`config.mk`:
```
export PLATFORM = sky130hd
export DESIGN_NAME = soc_tick_divider
export DESIGN_NICKNAME = d
export VERILOG_FILES = /design/src/rtl/soc_tick_divider.sv
export SDC_FILE = /design/constraint.sdc
export NUM_CORES = 1
export LEC_CHECK = 0
export BUFFER_PORTS_ARGS = -buffer_cell sky130_fd_sc_hd__buf_2
export CAP_MARGIN = 20
export CORE_MARGIN = 8
export CORE_UTILIZATION = 25
export CTS_CLUSTER_SIZE = 20
export DETAILED_ROUTE_END_ITERATION = 10
export GPL_TIMING_DRIVEN = 0
export PLACE_DENSITY = 0.43
export SETUP_SLACK_MARGIN = 0.15
export SLEW_MARGIN = 20
export SYNTH_ARGS = -nofsm -noshare
export SYNTH_HDL_FRONTEND = slang
export SYNTH_SLANG_ARGS = --single-unit
```
`constraint.sdc`:
```
create_clock -name clk_i -period 5.3 [get_ports clk_i]
set_input_delay 1.06 -clock clk_i [delete_from_list [all_inputs] [get_ports clk_i]]
set_output_delay 1.06 -clock clk_i [all_outputs]
set_load 0.05 [all_outputs]
```
`src/rtl/soc_tick_divider.sv`:
```
// soc_tick_divider: multi-channel programmable tick/clock divider.
// Each channel derives a square wave and a one-cycle tick from clk_i.
//
// Ports:
//   clk_i        SoC clock
//   rst_ni       async active-low reset
//   en_i         per-channel run enable
//   div_i        per-channel ratio, channel c at [c*CntWidth +: CntWidth]
//   div_valid_i  per-channel ratio update request
//   div_ready_o  per-channel update accept (valid && ready)
//   sync_i       phase-align restart (only with SOC_TICK_DIV_SYNC_EN)
//   clk_o        per-channel divided square wave (registered)
//   tick_o       per-channel pulse in the first high cycle of clk_o
//
// Optional feature macro: SOC_TICK_DIV_SYNC_EN adds sync_i.

module soc_tick_divider #(
  parameter int unsigned NumChannels = 2,
  parameter int unsigned CntWidth    = 16,
  parameter int unsigned DefaultDiv  = 50
) (
  input  logic                            clk_i,
  input  logic                            rst_ni,
  input  logic [NumChannels-1:0]          en_i,
  input  logic [NumChannels*CntWidth-1:0] div_i,
  input  logic [NumChannels-1:0]          div_valid_i,
  output logic [NumChannels-1:0]          div_ready_o,
`ifdef SOC_TICK_DIV_SYNC_EN
  input  logic                            sync_i,
`endif
  output logic [NumChannels-1:0]          clk_o,
  output logic [NumChannels-1:0]          tick_o
);

  localparam logic [CntWidth-1:0] One    = CntWidth'(1);
  localparam logic [CntWidth-1:0] Two    = CntWidth'(2);
  localparam logic [CntWidth-1:0] DefDiv = CntWidth'(DefaultDiv);

  logic w_sync;

`ifdef SOC_TICK_DIV_SYNC_EN
  assign w_sync = sync_i;
`else
  assign w_sync = 1'b0;
`endif

  for (genvar c = 0; c < NumChannels; c++) begin : g_ch
    logic [CntWidth-1:0] r_cnt;
    logic [CntWidth-1:0] r_div;
    logic [CntWidth-1:0] r_pdiv;
    logic                r_pend;
    logic                r_clk;
    logic                r_tick;

    logic [CntWidth-1:0] w_d;
    logic [CntWidth-1:0] w_h;
    logic [CntWidth-1:0] w_cnt_nxt;
    logic                w_wrap;
    logic                w_acc;

    // Ratios 0 and 1 cannot form a square wave; run them as 2.
    assign w_d       = (r_div < Two) ? Two : r_div;
    assign w_h       = w_d >> 1;
    assign w_wrap    = (r_cnt == (w_d - One));
    assign w_cnt_nxt = w_wrap ? '0 : (r_cnt + One);
    assign w_acc     = div_valid_i[c] & ~r_pend;

    always_ff @(posedge clk_i or negedge rst_ni) begin
      if (!rst_ni) begin
        r_cnt  <= '0;
        r_div  <= DefDiv;
        r_pdiv <= '0;
        r_pend <= 1'b0;
        r_clk  <= 1'b0;
        r_tick <= 1'b0;
      end else begin
        r_tick <= 1'b0;
        if (w_sync) begin
          r_cnt <= '0;
          r_clk <= 1'b0;
          if (r_pend) begin
            r_div  <= r_pdiv;
            r_pend <= 1'b0;
          end
        end else if (en_i[c]) begin
          r_cnt  <= w_cnt_nxt;
          // H >= 1, so a wrap to 0 always lands in the low phase.
          r_clk  <= (w_cnt_nxt >= w_h);
          r_tick <= (w_cnt_nxt == w_h);
          if (w_wrap && r_pend) begin
            r_div  <= r_pdiv;
            r_pend <= 1'b0;
          end
        end else if (r_pend) begin
          // Stopped channel: nothing to glitch, restart at once.
          r_cnt  <= '0;
          r_clk  <= 1'b0;
          r_div  <= r_pdiv;
          r_pend <= 1'b0;
        end
        // Accept only when idle, so it never collides with an apply.
        if (w_acc) begin
          r_pdiv <= div_i[c*CntWidth +: CntWidth];
          r_pend <= 1'b1;
        end
      end
    end

    assign clk_o[c]       = r_clk;
    assign tick_o[c]      = r_tick;
    assign div_ready_o[c] = ~r_pend;
  end

endmodule

```
==> impl_metrics.csv, run 1 <==
group,metric,value,unit
run_status,outcome,"finished clean",
power_and_ir_drop,leakage,0.00362,uW
cells_and_area,num-nets-final,831,
synthesis,synth_fp_nets,757,
power_and_ir_drop,powerDensity,381,mW/mm^2
synthesis,xor_and_xnor_fraction_of_the_mapped_netlist_area,0.0928,
critical_path,critical_path_required,5530,ps
floorplanning,initial_utilization,0.251,
synthesis,synth_common_cells,"dfrtp_1, nor2_1, mux2_2",
synthesis,async_flop_share,1.00,
clocking,cts_htree_levels,3,
synthesis,count_of_synthesis_stage_warnings_from_yosys,0,
cells_and_area,final.fill_count,2774,
placed_design,pre_cts_slack,-602,ps
sta,report.final.setup_viol,0,
synthesis,muxShareOfSynthArea,0.116,
global_routing,first_global_vias,5139,
sta,timing.final.crit_period,5010,ps
route,wl_per_cell,15.6,um
sta,layout_setup_ws,292,ps
clocking,cts_made_buffers,9,
route,drc_errors,0,
sta,finalHoldViolCount,0,
synthesis,synth-simple-area-share,0.183,
floorplanning,die_area,0.0323,sq mm
placed_design,placed_cells_incl_taps,1069,
sta,post-route-period-util,0.945,
synthesis,ys_seq_elements,102,
sta,max_slew.worst_pin.slew,738,ps
synthesis,synth_area_leaders,"dfrtp_1, mux2_2, ha_1",
sta,grt_setup_unrepaired,"yes",
power_and_ir_drop,switchingPower,1160,uW
critical_path,worst_path_fanout_max,8,
route,detail_route.vias_per_cell,4.65,
synthesis,synth.largest_area_cell,"dfrtp_1",
critical_path,startpoint_type,"flip-flop",
cells_and_area,drive_gt1_frac,0.250,
sta,max_freq,200,MHz
synthesis,netlist_instances,685,
clocking,numClockSinks,102,
synthesis,synth_compound_area_frac,0.112,
sta,setup_tns,0,ps
placed_design,port_buffers,42,
global_routing,largest_net_degree_at_the_start_of_global_routing,62,
power_and_ir_drop,internal_power,1870,uW
placed_design,detailed_place.area,0.00738,sq mm
power_and_ir_drop,share_of_total_power_in_combinational_logic,0.374,
critical_path,worst_setup_path_end_kind,"flip-flop",
cells_and_area,stdcell_area,0.00793,sq mm
synthesis,synth_top_family_by_area,"simple AND/OR/NAND/NOR gates",
sta,pins_over_their_slew_limit,0,
clocking,clock_pin_slew_on_the_worst_setup_and_hold_paths,80,ps
route,drt-pass1-iter-count,4,
route,routed_wirelength,17.2,mm
job,max-cap-violations,0,
placed_design,place_hpwl,13.0,mm
critical_path,timing.setup.critical_path_class,"flip-flop to flip-flop",
synthesis,synth_largest_type_area_fraction,0.359,
clocking,holdBufCountCts,0,
clocking,insertion_delay,360,ps
route,detailed_route_via_count,5134,
cells_and_area,flow.area_growth_from_synthesis,18.4,%
clocking,max-clock-path-buffers,2,
floorplanning,coreArea,0.0267,sq mm
synthesis,post_synth_instance_area,0.00670,sq mm
global_routing,global_route_wire_length_before_repair,28.5,mm
synthesis,yosysMostFrequentCell,"dfrtp_1",
global_routing,grt_util_all_layers,0.107,
route,antenna_violating_nets_post_route,0,
route,drt_iter0_drc,310,
power_and_ir_drop,p_sw_frac,0.383,
sta,slew-limit-headroom,0.506,
global_routing,globalRouteOverflowTotal,0,
floorplanning,number_of_rows_in_the_core_area,60,
clocking,clock_tree_from_tritoncts,"built",
power_and_ir_drop,p_seq_frac,0.400,
min_path,hp-class,"flip-flop to flip-flop",
synthesis,synthDistinctLibCells,67,
synthesis,yosys.area_share.adder,0.0635,
power_and_ir_drop,pwr-share-clk,0.226,
synthesis,syn-mean-instance-area,9.78,sq um
synthesis,synth_enable_flop_cells,0,
cells_and_area,diodes,0,
synthesis,share_of_synthesized_area_occupied_by_flip_flops_and_latches,0.382,
floorplanning,die_h,180,um
floorplanning,ios,44,
synthesis,synthFlopType,"dfrtp_1",
cells_and_area,layout.core_utilization,0.298,
sta,finalClockSkew,10.2,ps
floorplanning,die_x,180,um
power_and_ir_drop,vdd.ir_drop.worst,0.151,mV
cells_and_area,final_cell_count_no_fill,1105,
critical_path,crit_arrival,5230,ps
global_routing,antenna_found_initial,0,
placed_design,gp_congestion,0.774,
clocking,cts-root-buf,"clkbuf_16",
state kept, by name (all words and copies together), names as in the netlist:
signal       cells
g_ch.r_cnt      32
g_ch.r_pend      2
g_ch.r_clk       2
g_ch.r_pdiv     32
g_ch.r_div      32
g_ch.r_tick      2
final timing paths:
kind | start | end | slack (ps) | depth (start not counted)
worst min-delay path | g_ch[0].r_pdiv[12] | g_ch[0].r_div[12] | 510 | 1
worst min register to register | g_ch[0].r_pdiv[12] | g_ch[0].r_div[12] | 510 | 1
max in group asynchronous | rst_ni | g_ch[0].r_div[5] | 3980 | 2
worst max register to register | g_ch[0].r_div[12] | g_ch[0].r_clk | 290 | 20
worst max-delay path | g_ch[0].r_div[12] | g_ch[0].r_clk | 290 | 20
min in group asynchronous | rst_ni | g_ch[1].r_pdiv[4] | 610 | 1
cell usage in the layout (no fill, tap or decap), types with 9 or more instances in the layout:
| cell | netlist | routed |
|---|---|---|
| inv_1 | 40 | 40 |
| a21o_1 | 15 | 15 |
| a21oi_1 | 21 | 20 |
| nand2_1 | 32 | 32 |
| clkbuf_16 | 0 | 9 |
| mux2_2 | 55 | 55 |
| dfrtp_1 | 96 | 95 |
| nor2_1 | 60 | 60 |
| xor2_1 | 31 | 31 |
| and3_1 | 21 | 21 |
| xnor2_1 | 40 | 40 |
| nand4_1 | 17 | 17 |
| nor3_1 | 11 | 9 |
| buf_2 | 4 | 43 |
| mux2_4 | 10 | 10 |
| o21ai_0 | 13 | 12 |
| clkbuf_1 | 26 | 22 |
| ha_1 | 34 | 33 |
| nand3_1 | 20 | 20 |
| buf_4 | 4 | 25 |
layer usage:
| metal | global-route usage | wire length [um] | up-vias |
|---|---|---|---|
| met1 | 0.151 | 9160 | 2499 |
| met5 | 0 | 0 | - |
| met4 | 0.0287 | 144 | 0 |
| met3 | 0.0157 | 302 | 5 |
| met2 | 0.169 | 7640 | 42 |
| li1 | - | - | 2588 |
through the flow:
step | power, uW | hold slack, ps
after floorplan | 1980 | 477
after global placement | 2270 | 484
after detailed placement | 2270 | 489
after CTS | 3000 | 508
after global routing | 3270 | 528
final | 3020 | 507
critical path: stages, from the launching register on:
cell	delay (ps)
dfrtp_1	470
nor4_4	350
nand4_1	210
nand2_1	150
ha_2	200
or4b_4	510
nor4_4	360
xnor2_1	110
or3_1	310
a32o_2	280
nor4b_4	360
buf_6	170
buf_8	120
nor2_1	50
ha_1	310
a21o_1	190
a21o_1	180
a21oi_2	140
o21ai_2	90
a22oi_1	200
o311ai_2	130
cell families (layout without fill, tap and decap cells):
group / Yosys count / count (layout)
fa+ha+maj: 34 / 34
xor+xnor: 71 / 71
simple gates: 224 / 224
mux: 66 / 66
flops: 102 / 102
buf+inv: 80 / 159
compound gates: 108 / 108
power groups by stage:
stage / Sequential [uW] / Combinational, uW / Clock [uW]
after floorplan: 1120 / 854 / 0
after global placement: 1200 / 1070 / 0
after detailed placement: 1210 / 1070 / 0
after CTS: 1210 / 1070 / 711
after global routing: 1250 / 1280 / 741
final: 1210 / 1130 / 683
repair_timing:
action,CTS,global route
setup endpoints to repair,4,3
resized for setup,8,23
buffers inserted,1,20
pin swaps,2,15
cell type report:
cell class / count / area, sq um / share of cell area
Multi-Input combinational cell: 503 / 3890 / 0.491
Sequential cell: 102 / 2560 / 0.323
Tap cell: 341 / 427 / 0.0538
Timing Repair Buffer: 64 / 402 / 0.0506
Clock buffer: 11 / 243 / 0.0306
Buffer: 39 / 203 / 0.0256
Inverter: 40 / 150 / 0.0189
Clock inverter: 5 / 50.0 / 0.00631
Power figures use the tool's default switching activity.
==> run 2, diff against run 1 <==
- CTS_BUF_LIST: not set -> sky130_fd_sc_hd__clkbuf_16
- PLACE_DENSITY: 0.43 -> 0.47
- SETUP_SLACK_MARGIN: 0.15 -> 0.3
==> run 2 against run 1 <==
Critical endpoint unchanged. Total power decreased by 0.44%. Worst hold slack got worse by 4.5 ps. Worst setup slack improved by 280 ps. Clock skew increased by 7.3 ps. Critical path type unchanged.
==> impl_metrics.csv, run 2 (same netlist as run 1, synthesis figures left out) <==
group,metric,value,unit
floorplanning,coreArea,0.0267,sq mm
sta,max_slew.worst_pin.slew,743,ps
sta,slew-limit-headroom,0.503,
cells_and_area,final_cell_count_no_fill,1097,
power_and_ir_drop,switchingPower,1140,uW
route,antenna_violating_nets_post_route,0,
floorplanning,ios,44,
global_routing,grt_util_all_layers,0.108,
placed_design,port_buffers,42,
sta,timing.final.crit_period,4730,ps
placed_design,placed_cells_incl_taps,1069,
cells_and_area,num-nets-final,824,
sta,pins_over_their_slew_limit,0,
cells_and_area,most-common-layout-cells,"dfrtp_1, nor2_1, mux2_2, buf_2",
critical_path,worst_path_fanout_max,10,
clocking,cts-root-buf,"clkbuf_16",
power_and_ir_drop,share_of_total_power_in_combinational_logic,0.368,
critical_path,setup.reg_to_reg.worst_slack,570,ps
route,detailed_route_via_count,5119,
sta,worst_hold_slack,503,ps
critical_path,crit_start,"g_ch[0].r_div[5]",
run_status,outcome,"finished clean",
global_routing,globalRouteOverflowTotal,0,
sta,max_freq,211,MHz
power_and_ir_drop,vdd.ir_drop.worst,0.175,mV
power_and_ir_drop,p_seq_frac,0.404,
clocking,clock_tree_from_tritoncts,"built",
cells_and_area,stdcell_area,0.00788,sq mm
sta,finalHoldViolCount,0,
power_and_ir_drop,leakage,0.00358,uW
sta,setup_tns,0,ps
placed_design,place_hpwl,12.9,mm
critical_path,crit_arrival,4960,ps
critical_path,timing.setup.critical_path_class,"flip-flop to flip-flop",
power_and_ir_drop,internal_power,1870,uW
clocking,max-clock-path-buffers,2,
global_routing,largest_net_degree_at_the_start_of_global_routing,65,
clocking,numClockSinks,102,
route,wl_per_cell,15.3,um
global_routing,first_global_vias,5159,
floorplanning,die_x,180,um
route,drt_iter0_drc,287,
route,routed_wirelength,16.8,mm
critical_path,startpoint_type,"flip-flop",
clocking,insertion_delay,360,ps
route,detail_route.vias_per_cell,4.67,
route,drc_errors,0,
critical_path,reg2reg_depth,21,
cells_and_area,reg.largest.list,"g_ch.r_cnt (32), g_ch.r_div (32), g_ch.r_pdiv (32)",
critical_path,critical_path_required,5530,ps
global_routing,global_route_wire_length_before_repair,28.6,mm
critical_path,worstReg2RegEnd,"g_ch[0].r_clk",
sta,post-route-period-util,0.892,
job,max-cap-violations,0,
floorplanning,initial_utilization,0.251,
cells_and_area,drive_gt1_frac,0.241,
cells_and_area,leading_cell_type_in_the_layout_fill_and_taps_excluded,"dfrtp_1",
placed_design,detailed_place.area,0.00738,sq mm
route,met3WireLength,374,um
route,drt-pass1-iter-count,4,
sta,finalClockSkew,17.5,ps
power_and_ir_drop,p_sw_frac,0.378,
clocking,cts_made_buffers,9,
floorplanning,die_h,180,um
sta,report.final.setup_viol,0,
power_and_ir_drop,pwr-share-clk,0.228,
clocking,clock_pin_slew_on_the_worst_setup_and_hold_paths,70,ps
route,highest-signal-layer,"met4",
critical_path,source_of_the_worst_register_to_register_timing_path,"g_ch[0].r_div[5]",
route,drt-met1-wl,8.39,mm
critical_path,worst_setup_path_end_kind,"flip-flop",
sta,grt_setup_unrepaired,"yes",
cells_and_area,layout.core_utilization,0.296,
power_and_ir_drop,powerDensity,382,mW/mm^2
floorplanning,die_area,0.0323,sq mm
placed_design,gp_congestion,0.812,
cells_and_area,diodes,0,
min_path,hp-class,"flip-flop to flip-flop",
clocking,cts_htree_levels,3,
route,wl_met2,7.72,mm
critical_path,timing.critical_path.to,"g_ch[0].r_clk",
global_routing,antenna_found_initial,0,
cells_and_area,flow.area_growth_from_synthesis,17.6,%
floorplanning,number_of_rows_in_the_core_area,60,
-- run 2: power groups by stage --
stage	Combinational [uW]	Clock, uW	Sequential [uW]
final	1110	687	1220
after global routing	1250	742	1250
after CTS	1110	717	1210
after detailed placement	1070	0	1210
after global placement	1060	0	1200
after floorplan	854	0	1120
-- run 2: critical path: stages, from the launching register on --
cell	delay, ps
dfstp_2	360
buf_4	170
nor4_4	310
nand4_1	180
nand2_1	140
ha_2	190
or4b_4	500
nor4_4	250
xnor2_1	110
or3_1	300
a32o_2	270
nor4b_4	310
buf_6	140
buf_8	120
nor2_1	50
ha_1	290
a21o_1	190
a21o_1	170
a21oi_1	130
o21ai_1	110
a22oi_1	190
o311ai_1	120
-- run 2: through the flow --
stage | total power, uW | setup slack (ps)
after floorplan | 1980 | 350
after global placement | 2260 | -717
after detailed placement | 2280 | -638
after CTS | 3030 | 290
after global routing | 3240 | 285
final | 3010 | 572
-- run 2: how the worst min path moves through the flow --
stage / startpoint / end / cells past startpoint
floorplan: g_ch[0].r_pdiv[0] / g_ch[0].r_div[0] / 1
global placement: g_ch[0].r_pdiv[9] / g_ch[0].r_div[9] / 1
detailed placement: g_ch[0].r_pdiv[4] / g_ch[0].r_div[4] / 1
CTS: g_ch[0].r_pdiv[5] / g_ch[0].r_div[5] / 1
global route: g_ch[1].r_pdiv[9] / g_ch[1].r_pdiv[9] / 1
finish: g_ch[0].r_pdiv[6] / g_ch[0].r_div[6] / 1
-- run 2: routing by layer --
layer	track usage	vias to the layer above
li1	-	2574
met1	0.147	2475
met2	0.172	55
met3	0.0192	15
met4	0.0347	0
met5	0	-
-- run 2: layout make-up --
cell class                 count  area, sq um
tap                          341          427
buffer                        40          209
multi-input combinational    503         3890
timing repair buffer          56          342
clock inverter                 6         70.1
fill                        2821        18800
inverter                      40          150
clock buffer                   9          225
sequential                   102         2560
-- run 2: what timing repair did --
action,CTS,global route
buffers inserted,7,6
pin swaps,7,14
hold buffers,0,0
endpoints found under the setup margin,4,3
gates resized for setup,18,12
